## src/rtl/muldiv_pkg.sv

```systemverilog
// Shared definitions for the HI/LO multiply/divide unit.
// Holds the op codes presented by EX, the controller state encoding and the
// divider response timeout.
package muldiv_pkg;

    typedef enum logic [2:0] {
        OP_NOP   = 3'd0,
        OP_MULT  = 3'd1,
        OP_MULTU = 3'd2,
        OP_DIV   = 3'd3,
        OP_MTHI  = 3'd4,
        OP_MTLO  = 3'd5,
        OP_MFHI  = 3'd6,
        OP_MFLO  = 3'd7
    } op_e;

    typedef enum logic [1:0] {
        ST_IDLE     = 2'd0,
        ST_MUL      = 2'd1,
        ST_DIV_GO   = 2'd2,
        ST_DIV_WAIT = 2'd3
    } state_e;

    // Cycles spent in DIV_WAIT without div_done before giving up.
    localparam int DIV_TIMEOUT = 40;
    localparam int CNT_W       = 6;

    // Ops that occupy the unit for more than the accepting cycle.
    function automatic logic is_long_op(input op_e o);
        return (o == OP_MULT) || (o == OP_MULTU) || (o == OP_DIV);
    endfunction

endpackage

```

## src/rtl/mult33.sv

```systemverilog
// 33x33 signed multiplier, low 64 bits of the product.
// Ports:
//   a, b     : 33-bit two's-complement operands (already sign/zero extended)
//   product  : low 64 bits of a*b
module mult33 (
    input  logic [32:0] a,
    input  logic [32:0] b,
    output logic [63:0] product
);

    logic [63:0] a_ext;
    logic [63:0] b_ext;

    // The low 64 bits of a product do not depend on signedness once both
    // operands are sign-extended to the result width.
    assign a_ext   = {{31{a[32]}}, a};
    assign b_ext   = {{31{b[32]}}, b};
    assign product = a_ext * b_ext;

endmodule

```

## src/rtl/hilo_unit.sv

```systemverilog
// HI/LO register unit: MULT/MULTU/DIV/MTHI/MTLO/MFHI/MFLO.
// Ports:
//   clk, rst_n                   : clock, synchronous active-low reset
//   op_valid, op, rs_data, rt_data : HI/LO-class instruction from EX
//   stall                        : hold request to the pipeline
//   hilo_rdata                   : HI for MFHI, LO for MFLO, else 0 (combinational)
//   busy                         : multiply or divide in flight
//   div_timeout                  : one-cycle pulse, divider never answered
//   div_start, div_dividend, div_divisor      : request to the external divider
//   div_done, div_quotient, div_remainder     : response from the external divider
//
// state       | meaning
// ------------+--------------------------------------------------------
// ST_IDLE     | ready; accepts ops, MT*/MF*/DIV-by-zero finish here
// ST_MUL      | registered operands in the multiplier; HI/LO written on exit
// ST_DIV_GO   | div_start high for this single cycle
// ST_DIV_WAIT | waiting for div_done, bounded by DIV_TIMEOUT cycles
module hilo_unit
    import muldiv_pkg::*;
(
    input  logic        clk,
    input  logic        rst_n,
    input  logic        op_valid,
    input  logic [2:0]  op,
    input  logic [31:0] rs_data,
    input  logic [31:0] rt_data,
    output logic        stall,
    output logic [31:0] hilo_rdata,
    output logic        busy,
    output logic        div_timeout,
    output logic        div_start,
    output logic [31:0] div_dividend,
    output logic [31:0] div_divisor,
    input  logic        div_done,
    input  logic [31:0] div_quotient,
    input  logic [31:0] div_remainder
);

    localparam logic [CNT_W-1:0] TIMEOUT_TC = CNT_W'(DIV_TIMEOUT - 1);

    state_e            state_q, state_d;
    op_e               op_c;
    logic [31:0]       hi_q, lo_q;
    logic [32:0]       mul_a_q, mul_b_q;
    logic [63:0]       product;
    logic [CNT_W-1:0]  cnt_q;
    logic              div_zero;
    logic              div_start_d, div_timeout_d;

    assign op_c     = op_e'(op);
    assign div_zero = (rt_data == 32'd0);
    assign busy     = (state_q != ST_IDLE);
    assign stall    = op_valid && (busy || ((state_q == ST_IDLE) && is_long_op(op_c)));

    mult33 u_mult33 (
        .a       (mul_a_q),
        .b       (mul_b_q),
        .product (product)
    );

    always_comb begin
        hilo_rdata = '0;
        if (op_valid && op_c == OP_MFHI) begin
            hilo_rdata = hi_q;
        end else if (op_valid && op_c == OP_MFLO) begin
            hilo_rdata = lo_q;
        end
    end

    always_ff @(posedge clk) begin
        if (!rst_n) begin
            state_q <= ST_IDLE;
        end else begin
            state_q <= state_d;
        end
    end

    always_comb begin
        state_d       = state_q;
        div_start_d   = 1'b0;
        div_timeout_d = 1'b0;
        case (state_q)
            ST_IDLE: begin
                if (op_valid) begin
                    if (op_c == OP_MULT || op_c == OP_MULTU) begin
                        state_d = ST_MUL;
                    end else if (op_c == OP_DIV && !div_zero) begin
                        state_d     = ST_DIV_GO;
                        div_start_d = 1'b1;
                    end
                end
            end
            ST_MUL:    state_d = ST_IDLE;
            ST_DIV_GO: state_d = ST_DIV_WAIT;
            ST_DIV_WAIT: begin
                if (div_done) begin
                    state_d = ST_IDLE;
                end else if (cnt_q == TIMEOUT_TC) begin
                    state_d       = ST_IDLE;
                    div_timeout_d = 1'b1;
                end
            end
            default:   state_d = ST_IDLE;
        endcase
    end

    always_ff @(posedge clk) begin
        if (!rst_n) begin
            hi_q         <= '0;
            lo_q         <= '0;
            mul_a_q      <= '0;
            mul_b_q      <= '0;
            div_dividend <= '0;
            div_divisor  <= '0;
            cnt_q        <= '0;
            div_start    <= 1'b0;
            div_timeout  <= 1'b0;
        end else begin
            div_start   <= div_start_d;
            div_timeout <= div_timeout_d;
            case (state_q)
                ST_IDLE: begin
                    if (op_valid) begin
                        case (op_c)
                            OP_MULT: begin
                                mul_a_q <= {rs_data[31], rs_data};
                                mul_b_q <= {rt_data[31], rt_data};
                            end
                            OP_MULTU: begin
                                mul_a_q <= {1'b0, rs_data};
                                mul_b_q <= {1'b0, rt_data};
                            end
                            OP_DIV: begin
                                // Divide by zero resolves locally; divider is never started.
                                if (div_zero) begin
                                    hi_q <= rs_data;
                                    lo_q <= 32'hFFFF_FFFF;
                                end else begin
                                    div_dividend <= rs_data;
                                    div_divisor  <= rt_data;
                                end
                            end
                            OP_MTHI: hi_q <= rs_data;
                            OP_MTLO: lo_q <= rs_data;
                            default: ;
                        endcase
                    end
                end
                ST_MUL: {hi_q, lo_q} <= product;
                ST_DIV_GO: cnt_q <= '0;
                ST_DIV_WAIT: begin
                    if (div_done) begin
                        lo_q <= div_quotient;
                        hi_q <= div_remainder;
                    end else begin
                        cnt_q <= cnt_q + 1'b1;
                    end
                end
                default: ;
            endcase
        end
    end

endmodule

```

## config.mk

```make
export PLATFORM = sky130hd
export DESIGN_NAME = hilo_unit
export DESIGN_NICKNAME = d
export VERILOG_FILES = /design/src/rtl/muldiv_pkg.sv /design/src/rtl/mult33.sv /design/src/rtl/hilo_unit.sv
export SDC_FILE = /design/constraint.sdc
export NUM_CORES = 2
export LEC_CHECK = 0
export BUFFER_PORTS_ARGS = -buffer_cell sky130_fd_sc_hd__buf_2
export CAP_MARGIN = 25
export CORE_AREA = 2 2 400 402
export DETAILED_ROUTE_END_ITERATION = 8
export DIE_AREA = 0 0 402 404
export HOLD_SLACK_MARGIN = 0.06
export PLACE_DENSITY_LB_ADDON = 0.3
export SLEW_MARGIN = 10
export SYNTH_ARGS = -nofsm -noshare
export SYNTH_HDL_FRONTEND = slang
export SYNTH_SLANG_ARGS = --single-unit
```

## constraint.sdc

```tcl
create_clock -name clk -period 7.48 [get_ports clk]
set_input_delay 0.748 -clock clk [delete_from_list [all_inputs] [get_ports clk]]
set_output_delay 0.748 -clock clk [all_outputs]
set_load 0.03 [all_outputs]
```

# After elaboration in Yosys (flattened, before gate mapping)
# Index checks and enable logic that the tools add are counted.
[op_classes] addsub=1 n_mul=1 n_eq_ne=19 muxes=24 bitwise_logic=5 reduce_logical=23
[op_table] op="$mux 32" n=8
[op_table] op="$pmux 32 s3" n=2
[op_table] op="$pmux 33 s2" n=2
[op_table] op="$pmux 32 s2" n=2
[op_table] op="$mul 33x33->64" n=1
[op_table] op="$logic_not 32->1" n=1
[op_table] op="$eq 3x3->1 const B" n=4
[op_table] op="$pmux 6 s2" n=1
[op_table] op="$mux 2" n=5
[op_table] op="$reduce_and 5->1" n=2
[op_table] op="$ne 3x1->1 const B" n=3
[op_table] op="$pmux 2 s4" n=1
[op_table] op="$add 6x1->6 const B" n=1
[op_table] op="$eq 3x2->1 const B" n=2
[op_table] op="$eq 6x6->1 const B" n=1
[op_table] op="$mux 6" n=1
[op_table] op="$ne 2x2->1 const B" n=3
[op_table] op="$ne 3x3->1 const B" n=2
[op_table] op="$reduce_and 3->1" n=2
[op_table] op="$reduce_bool 2->1" n=3
[op_table] op="$logic_and 1x1->1" n=5
[op_table] op="$not 1->1" n=5
[op_table] op="$eq 2x2->1 const B" n=2
[op_table] op="$reduce_and 4->1" n=1
[op_table] op="10 further kinds" n=13
[word_totals] ff_bits=204 inputBits=135 out_inout_bits=100 elab_cells=83

# Longest topological paths before layout
[logic_depth] ltp_word=7 mapped_depth=30 depth_no_buf=28

# By module
# Synthesis repeated with hierarchy kept, for this count alone.
[hier_totals] hier_cells=5214 hier_area_um2=47419.2
[modules_own_cells] mod="mult33" n_inst=1 cells_each=4119 area_each_um2=38329.3 seq_area_each_um2=0.0
[modules_own_cells] mod="hilo_unit" n_inst=1 cells_each=1095 area_each_um2=9090.0 seq_area_each_um2=4083.9

# Worst setup path after synthesis
# OpenSTA, ideal clock, no wires.
[synth_timing] path_type="register to register" from="reg mul_a_q[32]" to="reg hi_q[30]" setup_time_ns=0.133 arrival_time_ns=7.510 slack_ns=-0.163 path_stages_with_launch=26 path_buffers=1 synth_period_minus_slack_ns=7.643 path_cell_list="dfxtp_1 > clkbuf_1 > nand2_1 > inv_1 > fa_1 > fa_1 > fa_1 > fa_1 > inv_1 > fa_1 > inv_1 > fa_1 > fa_1 > inv_1 > fa_1 > inv_1 > ha_1 > nand2_1 > clkinv_1 > nand3_1 > or4_1 > o32ai_2 > a41oi_1 > nand2_1 > mux2i_1 > a211oi_1"
[synth_via] elab_chain_len=2
[synth_rtl] item="start, declared" line_no="hilo_unit.sv:44" rtl="logic [32:0] mul_a_q, mul_b_q;"
[synth_rtl] item="start signal, assigned" line_no="hilo_unit.sv:126" rtl="mul_a_q <= {rs_data[31], rs_data};"
[synth_rtl] item="start signal, assigned" line_no="hilo_unit.sv:130" rtl="mul_a_q <= {1'b0, rs_data};"
[synth_rtl] item="$mul 33x33->64" line_no="mult33.sv:18" rtl="assign product = a_ext * b_ext;"
[synth_rtl] item="$pmux 32 s3" line_no="hilo_unit.sv:121" rtl="case (state_q)"
[synth_rtl] item="end signal, assigned" line_no="hilo_unit.sv:136" rtl="hi_q <= rs_data;"
[synth_rtl] item="end signal, assigned" line_no="hilo_unit.sv:143" rtl="OP_MTHI: hi_q <= rs_data;"
[synth_rtl] item="end signal, assigned" line_no="hilo_unit.sv:149" rtl="ST_MUL: {hi_q, lo_q} <= product;"
[synth_rtl] item="end, declared" line_no="hilo_unit.sv:43" rtl="logic [31:0] hi_q, lo_q;"
# No other way between the ends.
# A chain may end at the register's enable or synchronous reset.

# Final worst setup path
[layout_timing] from="reg mul_b_q[8]" to="reg hi_q[14]"
[layout_via] elab_chain_len=2
[layout_rtl] item="start, declared" line_no="hilo_unit.sv:44"
[layout_rtl] item="start signal, assigned" line_no="hilo_unit.sv:127" rtl="mul_b_q <= {rt_data[31], rt_data};"
[layout_rtl] item="start signal, assigned" line_no="hilo_unit.sv:131" rtl="mul_b_q <= {1'b0, rt_data};"
[layout_rtl] item="$mul 33x33->64" line_no="mult33.sv:18"
[layout_rtl] item="$pmux 32 s3" line_no="hilo_unit.sv:121"
# No other way between the ends.

==> out/results.ini <==
[critical_path]
max_stage_delay_ns=0.58
critPathMaxFanout=12
required_ns=7.91
critPathCaptureType=flop
r2r_end=hi_q[14]$_SDFFE_PN0P_
timing.critical_path.mode_cell=fa_1
reg2reg_slack_ns=-0.1
critPathKind=flop to flop
worstSetupStartpointType=flop
r2r_start=mul_b_q[8]$_SDFFE_PN0P_
cp_slowest_cell=fa_2
rr_worst_depth=26
cp.arrival_ns=8.01

[floorplan]
die_w_um=402
coreArea_um2=158000
pin_count=235
dieArea_um2=162000
start_util_pct=29.9
die_y_um=404
rows=146

[logic_synthesis]
synthTopCellsByCount=fa_1 (1125), inv_1 (1122), nand2_1 (900)
synth_area_um2=47100
yosys.area.top_type=fa_1
synth_area_per_cell_um2=8.85
synth-compound-area-share_pct=7.80
ys.flop_type=dfxtp_1
synth_seq_cells=204
yosysWarnings=0
synth-simple-area-share_pct=16.9
netlist_instances=5327
synth_fa_ha_area_share_pct=53.5
synthXorXnorAreaFrac_pct=1.26
yosys.area.top_type_share_pct=47.8
synth_top_family_by_area=adder cells
synthMostInstantiatedCell=fa_1
synth_cell_types=72
synth-seq-area-share_pct=8.67
synthArstFlopShare_pct=0
muxShareOfSynthArea_pct=0.390
post_synth_main_area_contributors=fa_1 (48%), inv_1 (8.9%), dfxtp_1 (8.7%)
syn-num-nets=6800
synth_edf_count=0

[cts]
cts_inserted_buffers=28
clock_sinks=204
cts_hold_buf=0
clk_latency_ns=0.59
cts_tree=yes
clk_pin_slew_ns=0.07
cts_buffer_depth=3
cts_max_level=1
root_buffer=clkbuf_16

[sta]
hold_viol=0
tightest_slew_ns=0.976
max_freq_mhz=132
fin_crit_ns=7.58
slew_violations=0
setup_viol=6
fin_ws_ns=-0.0979
skew_ns=0.0271
rsz0062_at_grt=yes
slew_headroom_pct=34.9
period_share_pct=101

[global_routing]
grt_usage_pct=19.6
grt_max_degree=76
grt_remaining_overflow=0
met1_usage_pct=25.2
globalRouteMet3Util_pct=1.72
grt.met2_usage_pct=34.8
grt_pass1_wl_um=246000
grt_busiest_layer=met2
grt_pass1_vias=41100
antenna_found_initial=11

[place]
io_buffers=234
routabilityCongestion=0.894
place.detailed.hpwl_um=129000
dp_cells=7769
place_ws_ns=-0.395

[routing]
antenna_left=0
vias_per_cell=4.81
vias=38200
drt_wl_total_um=164000
routedWlPerCell_um=20.7
remaining_drc_errors=0
drt_iter0_drc=2595
dr.pass1.iters=6

[flow_run]
maxCapViolations=0

[layout]
drive_gt1_share_pct=20.1
layout.nets=7301
fin_cells=7929
syn_to_final_growth_pct=23.3

[power_and_ir_drop]
p_int_mw=2.57
p_comb_share_pct=35.2
p_clk_share_pct=35.9
ir_drop_mv=0.204
p_sw_mw=1.50
power_mw=4.08
p_sw_share_pct=36.9
p_per_area_nw_per_um2=70.2
pwr-share-seq_pct=28.9
p_leak_nw=28.2

[hold_path]
hold-path-cell-count=3
hp-class=primary input to flop
worstHoldEndpoint=div_divisor[23]$_SDFFE_PN0P_
min_from=rt_data[23]

[run_status]
failed_checks=setup timing
status=finished, violations left

[flip-flops by register name, summed over array words and instances (netlist names)]
register / count
cnt_q: 6
div_dividend: 32
div_divisor: 32
div_start: 1
div_timeout: 1
hi_q: 32
lo_q: 32
mul_a_q: 33
mul_b_q: 33
state_q: 2
[layer usage]
metal / routed length [µm] / vias to the layer above / part of all wire, %
li1: - / 16800 / -
met1: 66900 / 20000 / 41
met2: 81800 / 1060 / 50
met3: 8880 / 263 / 5.4
met4: 6550 / 2 / 4.0
met5: 13 / - / 0.0079
[layout make-up]
cell class,count,area (µm²)
Antenna cell,7,17.5
Clock buffer,38,808
Clock inverter,14,181
Fill cell,16300,99700
Inverter,1123,4220
Multi-Input combinational cell,3680,38900
Sequential cell,204,4200
Tap cell,2072,2590
Timing Repair Buffer,791,7170
[logic make-up after synthesis]
group / after synthesis
XOR/XNOR: 68
adder cells (fa/ha/maj): 1338
flip-flops: 204
AND/OR/NAND/NOR: 1664
multiplexers: 18
buffers and inverters: 1443
AO/OA/AOI/OAI: 592
[power groups by stage]
stage / clock (mW) / sequential (mW) / combinational (mW)
after floorplan: 0 / 1.20 / 0.637
after global placement: 0 / 1.20 / 1.26
after detailed placement: 0 / 1.20 / 1.26
after CTS: 1.48 / 1.17 / 1.33
after global routing: 1.52 / 1.18 / 1.55
final: 1.46 / 1.18 / 1.44
[worst max-delay path by stage]
stage                             start                    end  slack, ns  cells after the start
3_3_place_gp   mul_b_q[11]$_SDFFE_PN0P_  hi_q[21]$_SDFFE_PN0P_      -0.36                     29
2_1_floorplan   mul_b_q[1]$_SDFFE_PN0P_  hi_q[30]$_SDFFE_PN0P_      0.008                     24
3_5_place_dp   mul_b_q[11]$_SDFFE_PN0P_  hi_q[21]$_SDFFE_PN0P_      -0.40                     29
4_1_cts        mul_b_q[14]$_SDFFE_PN0P_  hi_q[14]$_SDFFE_PN0P_      -0.02                     27
6_report        mul_b_q[8]$_SDFFE_PN0P_  hi_q[14]$_SDFFE_PN0P_       -0.1                     26
5_1_grt         mul_b_q[0]$_SDFFE_PN0P_  hi_q[24]$_SDFFE_PN0P_      -0.33                     27
[critical path: cells and delay by family (launching register included)]
family                     cells  cell delay (ns)
DFF                            1             0.36
xor gates and xnor gates       1             0.10
and+or+nand+nor                3             0.72
AOI/OAI and AO/OA              7             1.26
buffers and inverters          6             0.54
adders and majority gates      9             4.38
[layout by cell type, fill, tap and decap left out, types with 12 or more instances in the layout]
cell          n
fa_1       1089
inv_1      1065
nand2_1     886
and2_1      519
buf_4       395
buf_2       234
a21oi_1     217
ha_1        182
dfxtp_1     162
buf_12       99
o21ai_0      83
inv_2        56
nor2_1       53
clkbuf_16    44
xnor2_1      40
o211ai_1     38
fa_2         36
buf_6        36
a22o_1       32
nor2b_1      30
o21ai_1      30
ha_4         29
a21oi_2      27
a21o_1       25
nand3_1      24
dfxtp_4      24
xor2_1       22
and2_4       21
nand2b_1     21
nand4_1      20
dfxtp_2      18
o21ai_2      15
nor3_1       15
mux2i_1      14
o221ai_1     12
[repair_timing]
item,4_1_cts,5_1_grt
resized for setup,132,296
setup buffers,22,59
pin swaps,105,197
gates cloned,8,17
endpoints found under the hold margin,0,0
setup endpoints to repair,35,40
[per-stage QoR]
step / util [%] / TNS [ns] / cell area [µm²] / hold slack [ns]
final: 36.8 / -0.366 / 58100 / 0.425
after global routing: 36.8 / -5.39 / 58100 / 0.426
after CTS: 35.7 / -0.0628 / 56300 / 0.402
after detailed placement: 34.4 / -6.68 / 54200 / 0.446
after global placement: 34.4 / -5.40 / 54200 / 0.439
after floorplan: - / 0 / 47200 / 0.426
Power figures use the tool's default switching activity.
